===== src/rtl/led_fade_driver.sv =====
// led_fade_driver: turns each request bit into a PWM-dimmed LED that fades up/down in steps.
// Optional build macro LED_FADE_GAMMA_EN squares the level into the duty (one extra cycle).
module led_fade_driver #(
  parameter int unsigned N_LEDS   = 3,
  parameter int unsigned PWM_BITS = 8,
  parameter int unsigned STEP_DIV = 61
) (
  input  logic              sys_clk,
  input  logic              sys_rst,
  input  logic              enable,
  input  logic [N_LEDS-1:0] led_req,
  output logic [N_LEDS-1:0] led_out,
  output logic              settled
);

  localparam int unsigned         STEP_W    = (STEP_DIV > 1) ? $clog2(STEP_DIV) : 1;
  localparam int unsigned         SQ_W      = 2 * PWM_BITS;
  localparam logic [PWM_BITS-1:0] LVL_MAX   = {PWM_BITS{1'b1}};
  localparam logic [STEP_W-1:0]   STEP_LAST = STEP_W'(STEP_DIV - 1);

  typedef enum logic [1:0] {S_OFF, S_RISE, S_ON, S_FALL} fade_state_e;

  logic [PWM_BITS-1:0] pwm_cnt;
  logic [STEP_W-1:0]   step_cnt;
  logic [N_LEDS-1:0]   req_q;
  logic                period_end;
  logic                step;
  logic                all_stable;
  logic [N_LEDS-1:0]   hold;
  fade_state_e         state   [N_LEDS];
  logic [PWM_BITS-1:0] level   [N_LEDS];
  logic [PWM_BITS-1:0] lvl_inc [N_LEDS];
  logic [PWM_BITS-1:0] lvl_dec [N_LEDS];
  logic [PWM_BITS-1:0] duty    [N_LEDS];

  // Shared timing strobes and per-channel next-level candidates
  always_comb begin
    period_end = enable && (pwm_cnt == LVL_MAX);
    step       = period_end && (step_cnt == STEP_LAST);
    all_stable = 1'b1;
    for (int i = 0; i < N_LEDS; i++) begin
      lvl_inc[i] = level[i] + 1'b1;
      lvl_dec[i] = level[i] - 1'b1;
      hold[i]    = ((state[i] == S_OFF) && !req_q[i]) || ((state[i] == S_ON) && req_q[i]);
      if ((state[i] == S_RISE) || (state[i] == S_FALL)) all_stable = 1'b0;
    end
  end

  // Request capture, PWM counter and fade-step prescaler
  always_ff @(posedge sys_clk or posedge sys_rst) begin
    if (sys_rst) begin
      req_q    <= '0;
      pwm_cnt  <= '0;
      step_cnt <= '0;
    end else begin
      req_q <= led_req;
      if (enable) pwm_cnt <= pwm_cnt + 1'b1;
      if (period_end) step_cnt <= (step_cnt == STEP_LAST) ? '0 : step_cnt + 1'b1;
    end
  end

  // Fade FSMs: any move that lands on an endpoint parks the channel there,
  // so a reversal right next to 0 or MAX never carries level out of range.
  always_ff @(posedge sys_clk or posedge sys_rst) begin
    if (sys_rst) begin
      for (int i = 0; i < N_LEDS; i++) begin
        state[i] <= S_OFF;
        level[i] <= '0;
      end
    end else if (step) begin
      for (int i = 0; i < N_LEDS; i++) begin
        if (!hold[i]) begin
          if (req_q[i]) begin
            level[i] <= lvl_inc[i];
            state[i] <= (lvl_inc[i] == LVL_MAX) ? S_ON : S_RISE;
          end else begin
            level[i] <= lvl_dec[i];
            state[i] <= (lvl_dec[i] == '0) ? S_OFF : S_FALL;
          end
        end
      end
    end
  end

`ifdef LED_FADE_GAMMA_EN
  logic [SQ_W-1:0] lvl_sq [N_LEDS];

  always_comb begin
    for (int i = 0; i < N_LEDS; i++) lvl_sq[i] = SQ_W'(level[i]) * SQ_W'(level[i]);
  end

  // Squared duty; full brightness is forced so MAX still means always-on
  always_ff @(posedge sys_clk or posedge sys_rst) begin
    if (sys_rst) begin
      for (int i = 0; i < N_LEDS; i++) duty[i] <= '0;
    end else begin
      for (int i = 0; i < N_LEDS; i++)
        duty[i] <= (level[i] == LVL_MAX) ? LVL_MAX : lvl_sq[i][SQ_W-1:PWM_BITS];
    end
  end
`else
  always_comb begin
    for (int i = 0; i < N_LEDS; i++) duty[i] = level[i];
  end
`endif

  // Registered pad drive and settled flag
  always_ff @(posedge sys_clk or posedge sys_rst) begin
    if (sys_rst) begin
      led_out <= '0;
      settled <= 1'b1;
    end else begin
      for (int i = 0; i < N_LEDS; i++)
        led_out[i] <= enable && ((duty[i] == LVL_MAX) || (pwm_cnt < duty[i]));
      settled <= all_stable;
    end
  end

endmodule


===== config.mk =====
export PLATFORM = sky130hd
export DESIGN_NAME = led_fade_driver
export DESIGN_NICKNAME = d
export VERILOG_FILES = /design/src/rtl/led_fade_driver.sv
export SDC_FILE = /design/constraint.sdc
export NUM_CORES = 1
export LEC_CHECK = 0
export BUFFER_PORTS_ARGS = -buffer_cell sky130_fd_sc_hd__buf_2
export CORE_ASPECT_RATIO = 2
export CORE_MARGIN = 1.5
export CORE_UTILIZATION = 42
export CTS_BUF_LIST = sky130_fd_sc_hd__clkbuf_8
export DETAILED_ROUTE_END_ITERATION = 10
export PLACE_DENSITY = 0.66
export SLEW_MARGIN = 5
export SYNTH_ARGS = -nofsm -noshare
export SYNTH_HDL_FRONTEND = slang
export SYNTH_SLANG_ARGS = --single-unit

===== constraint.sdc =====
create_clock -name sys_clk -period 4.5 [get_ports sys_clk]
set_clock_uncertainty 0.05 [all_clocks]
set_input_delay 0.9 -clock sys_clk [delete_from_list [all_inputs] [get_ports sys_clk]]
set_output_delay 0.9 -clock sys_clk [all_outputs]
set_load 0.01 [all_outputs]

-- Yosys cells after proc, flatten, opt, wreduce, memory -nomap -nowiden
Index checks and enable logic that the tools add are counted.
- add/subtract/negate cells: 8
- equal/unequal tests: 17
- bitwise logic cells: 3
- mux-type cells: 16
- order comparisons: 3
- reduce and logical (&&, ||, !) cells: 32
- operator list (cell ; count):
    $eq A8 B8 Y1 const B ; 7
    $add A8 B1 Y8 const B ; 4
    $logic_not A8 Y1 ; 3
    $lt A8 B8 Y1 ; 3
    $mux W8 ; 3
    $sub A8 B1 Y8 const B ; 3
    $mux W2 ; 9
    $eq A2 B2 Y1 const B ; 6
    $logic_and A1 B1 Y1 ; 11
    $logic_or A1 B1 Y1 ; 9
    $add A6 B1 Y6 const B ; 1
    $eq A2 B1 Y1 const B ; 3
    $eq A6 B6 Y1 const B ; 1
    $logic_not A2 Y1 ; 3
    $mux W6 ; 1
    $reduce_and A2 Y1 ; 3
    $logic_not A1 Y1 ; 3
    $mux W1 ; 3
    $not A1 Y1 ; 3
- logic and storage cells: 90
- input bits: 6
- bits in registers: 51
- output and inout bits: 4

-- Longest topological paths before layout
- word-level depth: 5
- mapped depth: 8
- gate-level depth less buffers: 7

-- Least setup slack after synthesis
No wires, ideal clock.
- path type: input-to-reg
- start point: input port enable
- end point: register state[3] (netlist bit)
- stages: 6
- path slack: 2140 ps
- arrival: 2173 ps
- setup time: 137 ps
- path through: buf_4 > nand4_2 > nor4_4 > o21a_1 > and3_1 > a211oi_1
- longest elaborated chain between the ends: 3
- ends and longest elaborated chain (what ; RTL line ; RTL):
    start, declared ; 10 ; input logic enable,
    $logic_and A1 B1 Y1 ; 38 ; period_end = enable && (pwm_cnt == LVL_MAX);
    $logic_and A1 B1 Y1 ; 39 ; step = period_end && (step_cnt == STEP_LAST);
    $reduce_and A2 Y1 (no line) ; n/a ;
    end signal, assigned by index ; 75 ; state[i] <= (lvl_inc[i] == LVL_MAX) ? S_ON : S_RISE;
    end signal, assigned by index ; 78 ; state[i] <= (lvl_dec[i] == '0) ? S_OFF : S_FALL;
    end, declared ; 30 ; fade_state_e state [N_LEDS];
No other way between the ends.
A chain may end at the register's enable or synchronous reset.

-- Final worst setup path
- start point: register pwm_cnt[1]
- end point: register level, in the netlist duty[23]
- longest elaborated chain between the ends: 4
- ends and longest elaborated chain (what ; RTL line ; RTL):
    start, declared ; 23 ; logic [PWM_BITS-1:0] pwm_cnt;
    start signal, assigned ; 57 ; if (enable) pwm_cnt <= pwm_cnt + 1'b1;
    $eq A8 B8 Y1 ; 38 ;
    $logic_and A1 B1 Y1 ; 38 ;
    $logic_and A1 B1 Y1 ; 39 ;
    $reduce_and A2 Y1 (no line) ; n/a ;
    end signal, assigned by index ; 74 ; level[i] <= lvl_inc[i];
    end signal, assigned by index ; 77 ; level[i] <= lvl_dec[i];
    end, declared ; 31 ; logic [PWM_BITS-1:0] level [N_LEDS];
No other way between the ends.

==> impl_metrics.ini <==
[power_and_ir_drop]
p_seq_share_pct = 53.8
p_int_w = 0.000744
netSwitchingFraction_pct = 31.5
leakagePower_nw = 1.67
clkPwrFrac_pct = 29.9
p_switching_w = 0.000342
vdd.ir_drop.worst_uv = 124
powerDensity_nw_per_um2 = 285
pwr-share-comb_pct = 16.3

[route]
dr.pass1.iters = 4
drc = 0
wl_per_cell_um = 17.1
wl_um = 8190
via_count = 2825
drt-vias-per-instance = 5.89
final_antenna_net_count = 0
drt_first_iter_violations = 107

[critical_path]
critical_path_class = flip-flop to flip-flop
endpoint_kind = flip-flop
cp.arrival_ns = 2.77
cp.required_ns = 4.65
path_cells = ha_1 -> nand4_1 -> nor4_4 -> o21ai_2 -> o21bai_1 -> xnor2_1
slowest_stage = nor4_4
crit_family = simple AND/OR/NAND/NOR gates
crit_buf_inv = 0
cpPeakStageDelay_ns = 0.61
startpoint_type = flip-flop
critPathMaxFanout = 12

[sta]
post-route-min-period_ns = 2.63
rsz0062_at_grt = no
finalCritPeriodShare_pct = 58.3
tightest_slew_ns = 1.07
fmax_mhz = 381
setup_viol = 0
max_slew_margin_pct = 28.8
hold_viol_final = 0
setup-tns-final_ns = 0
slew_viol_final = 0

[clocking]
cts_buffers = 5
post_cts_resized = 0
clock_latency_ns = 0.32
holdBufCountCts = 0
root_buffer = clkbuf_8
cts_setup_buffers = 0
clk_pin_slew_worst_paths_ns = 0.09
cts_tree = built
cts_num_sinks = 51
htreeDepth = 2
ctsLongestPathBuffers = 2

[global_routing]
grt_pass1_wl_um = 13800
grt_max_degree = 52
antenna_found_initial = 0
grt_pass1_vias = 2858
globalRouteTotalUtil_pct = 19.7
grt_overflow = 0

[run]
maxCapViolCount = 0

[synthesis]
ys_ff_latch = 51
synth.distinct_cells = 62
synth_top_cell_by_area = dfrtp_1
yosys-top-cells-area = dfrtp_1 35%, ha_1 12%, xnor2_1 7.5%
synth_edf_count = 0
avgSynthCellArea_um2 = 9.54
synth_top_area_share_pct = 34.5
async_reset_ff_share_pct = 100
netlist_area_um2 = 3630
syn_nets = 422
ys_warn_count = 0
netlist_instances = 380
yosys_most_used_dff = dfrtp_1
ys_seq_area_share_pct = 35.2

[die]
core_area_um2 = 8350
initial_core_util_pct = 43.4
die_area_um2 = 9230
die_x_um = 68.7
die_y_um = 134
ioPinCount = 10
row_count = 47

[final_layout]
nets = 424
fill_cells = 817
multiInputGateArea_um2 = 2140
antennaDiodeCount = 0
regArea_um2 = 1280
final_common_cell = dfrtp_1
final_cell_mix = 50 x dfrtp_1, 36 x ha_1, 31 x inv_1, 31 x xnor2_1, 20 x nor2_1
fin_util_pct = 45.6
area_delta_synth_final_pct = 5.07
drive_gt1_share_pct = 8.12

[placed_design]
gp_congestion = 0.876
dp_hpwl_um = 6150
port_buffers = 9

[run_status]
status = finished, final reports clean

[worst_hold_path]
worstHoldPathType = flip-flop to flip-flop
-- metal layers --
metal | track usage (%) | vias to the layer above | wire (um)
met4 | 11.1 | 0 | 360
li1 | - | 1373 | -
met3 | 2.35 | 28 | 164
met2 | 34.8 | 49 | 4530
met5 | 0 | - | 0
met1 | 21.6 | 1375 | 3140
-- final timing paths --
check / endpoint / slack (ns) / startpoint / cells past startpoint
worst min-delay path: settled$_DFF_PP1_ / 0.44 / state[0]$_DFFE_PP0P_ / 1
worst min register to register: settled$_DFF_PP1_ / 0.44 / state[0]$_DFFE_PP0P_ / 1
worst max register to register: duty[23]$_DFFE_PP0P_ / 1.87 / pwm_cnt[1]$_DFFE_PP0P_ / 6
max in group asynchronous: duty[10]$_DFFE_PP0P_ / 2.95 / sys_rst / 2
worst max-delay path: duty[23]$_DFFE_PP0P_ / 1.87 / pwm_cnt[1]$_DFFE_PP0P_ / 6
min in group asynchronous: duty[20]$_DFFE_PP0P_ / 0.78 / sys_rst / 2
-- synth_stat cells (all sizes together) (2+ instances only) --
cell type,number
mux2i,5
o2bb2ai,4
or3,7
and2,2
nand2,16
a21o,8
o22a,2
nor2,20
o21a,4
o31ai,2
or2,3
nor4,9
and4,3
o2111ai,3
or4,2
xnor2,32
nand3b,2
nand4,12
nand2b,7
dfrtp,50
ha,36
a221oi,2
a31oi,4
o41ai,3
inv,31
o21ai,14
clkbuf,6
and3,2
xor2,10
a21oi,10
a21boi,3
nand3,15
o32a,2
a41oi,3
buf,8
a211oi,9
nor3,15
-- sequential cells by signal, indices dropped and copies added, names as in the netlist --
register / flops
state: 6
step_cnt: 6
req_q: 3
led_out: 3
settled: 1
duty: 24
pwm_cnt: 8
-- worst reg2reg max path: cells and delay by family, from the launching register on --
kind	cells	cell delay, ns
simple gates	2	0.82
compound gates	2	0.59
flops	1	0.57
xor+xnor	1	0.12
fa+ha+maj	1	0.36
-- logic make-up (layout without fill, tap and decap cells) --
family          Yosys count  count (layout)  share of synthesized area [%]
buf+inv                  46              48                           5.69
simple gates            118             118                           18.2
flops                    51              51                           35.2
fa+ha+maj                36              36                           12.4
mux                       6               6                           1.69
xor+xnor                 42              42                           10.4
compound gates           81              81                           16.4
-- per-stage QoR --
step,power [W],worst slack (ns),hold slack [ns],cell area [um2],instances
finish,0.00109,1.87,0.436,3810,480
global route,0.00114,1.67,0.483,3810,480
CTS,0.00109,1.87,0.436,3810,480
detailed placement,0.000772,1.72,0.425,3710,473
global placement,0.000757,1.77,0.414,3710,473
floorplan,0.000693,2.14,0.371,3630,380
-- cell type report --
type	count	area share, %
clock inverter	2	0.887
tap	98	3.22
sequential	51	33.5
clock buffer	5	1.81
timing repair buffer	9	1.18
multi-input combinational	283	56.2
inverter	32	3.15
-- power by group through the flow --
stage	registers [W]	clock network (W)	logic, W
after floorplan	0.000550	0	0.000143
after global placement	0.000591	0	0.000166
after detailed placement	0.000593	0	0.000179
after CTS	0.000584	0.000330	0.000181
after global routing	0.000588	0.000347	0.000209
final	0.000584	0.000325	0.000177
(Power assumes the default switching activity.)
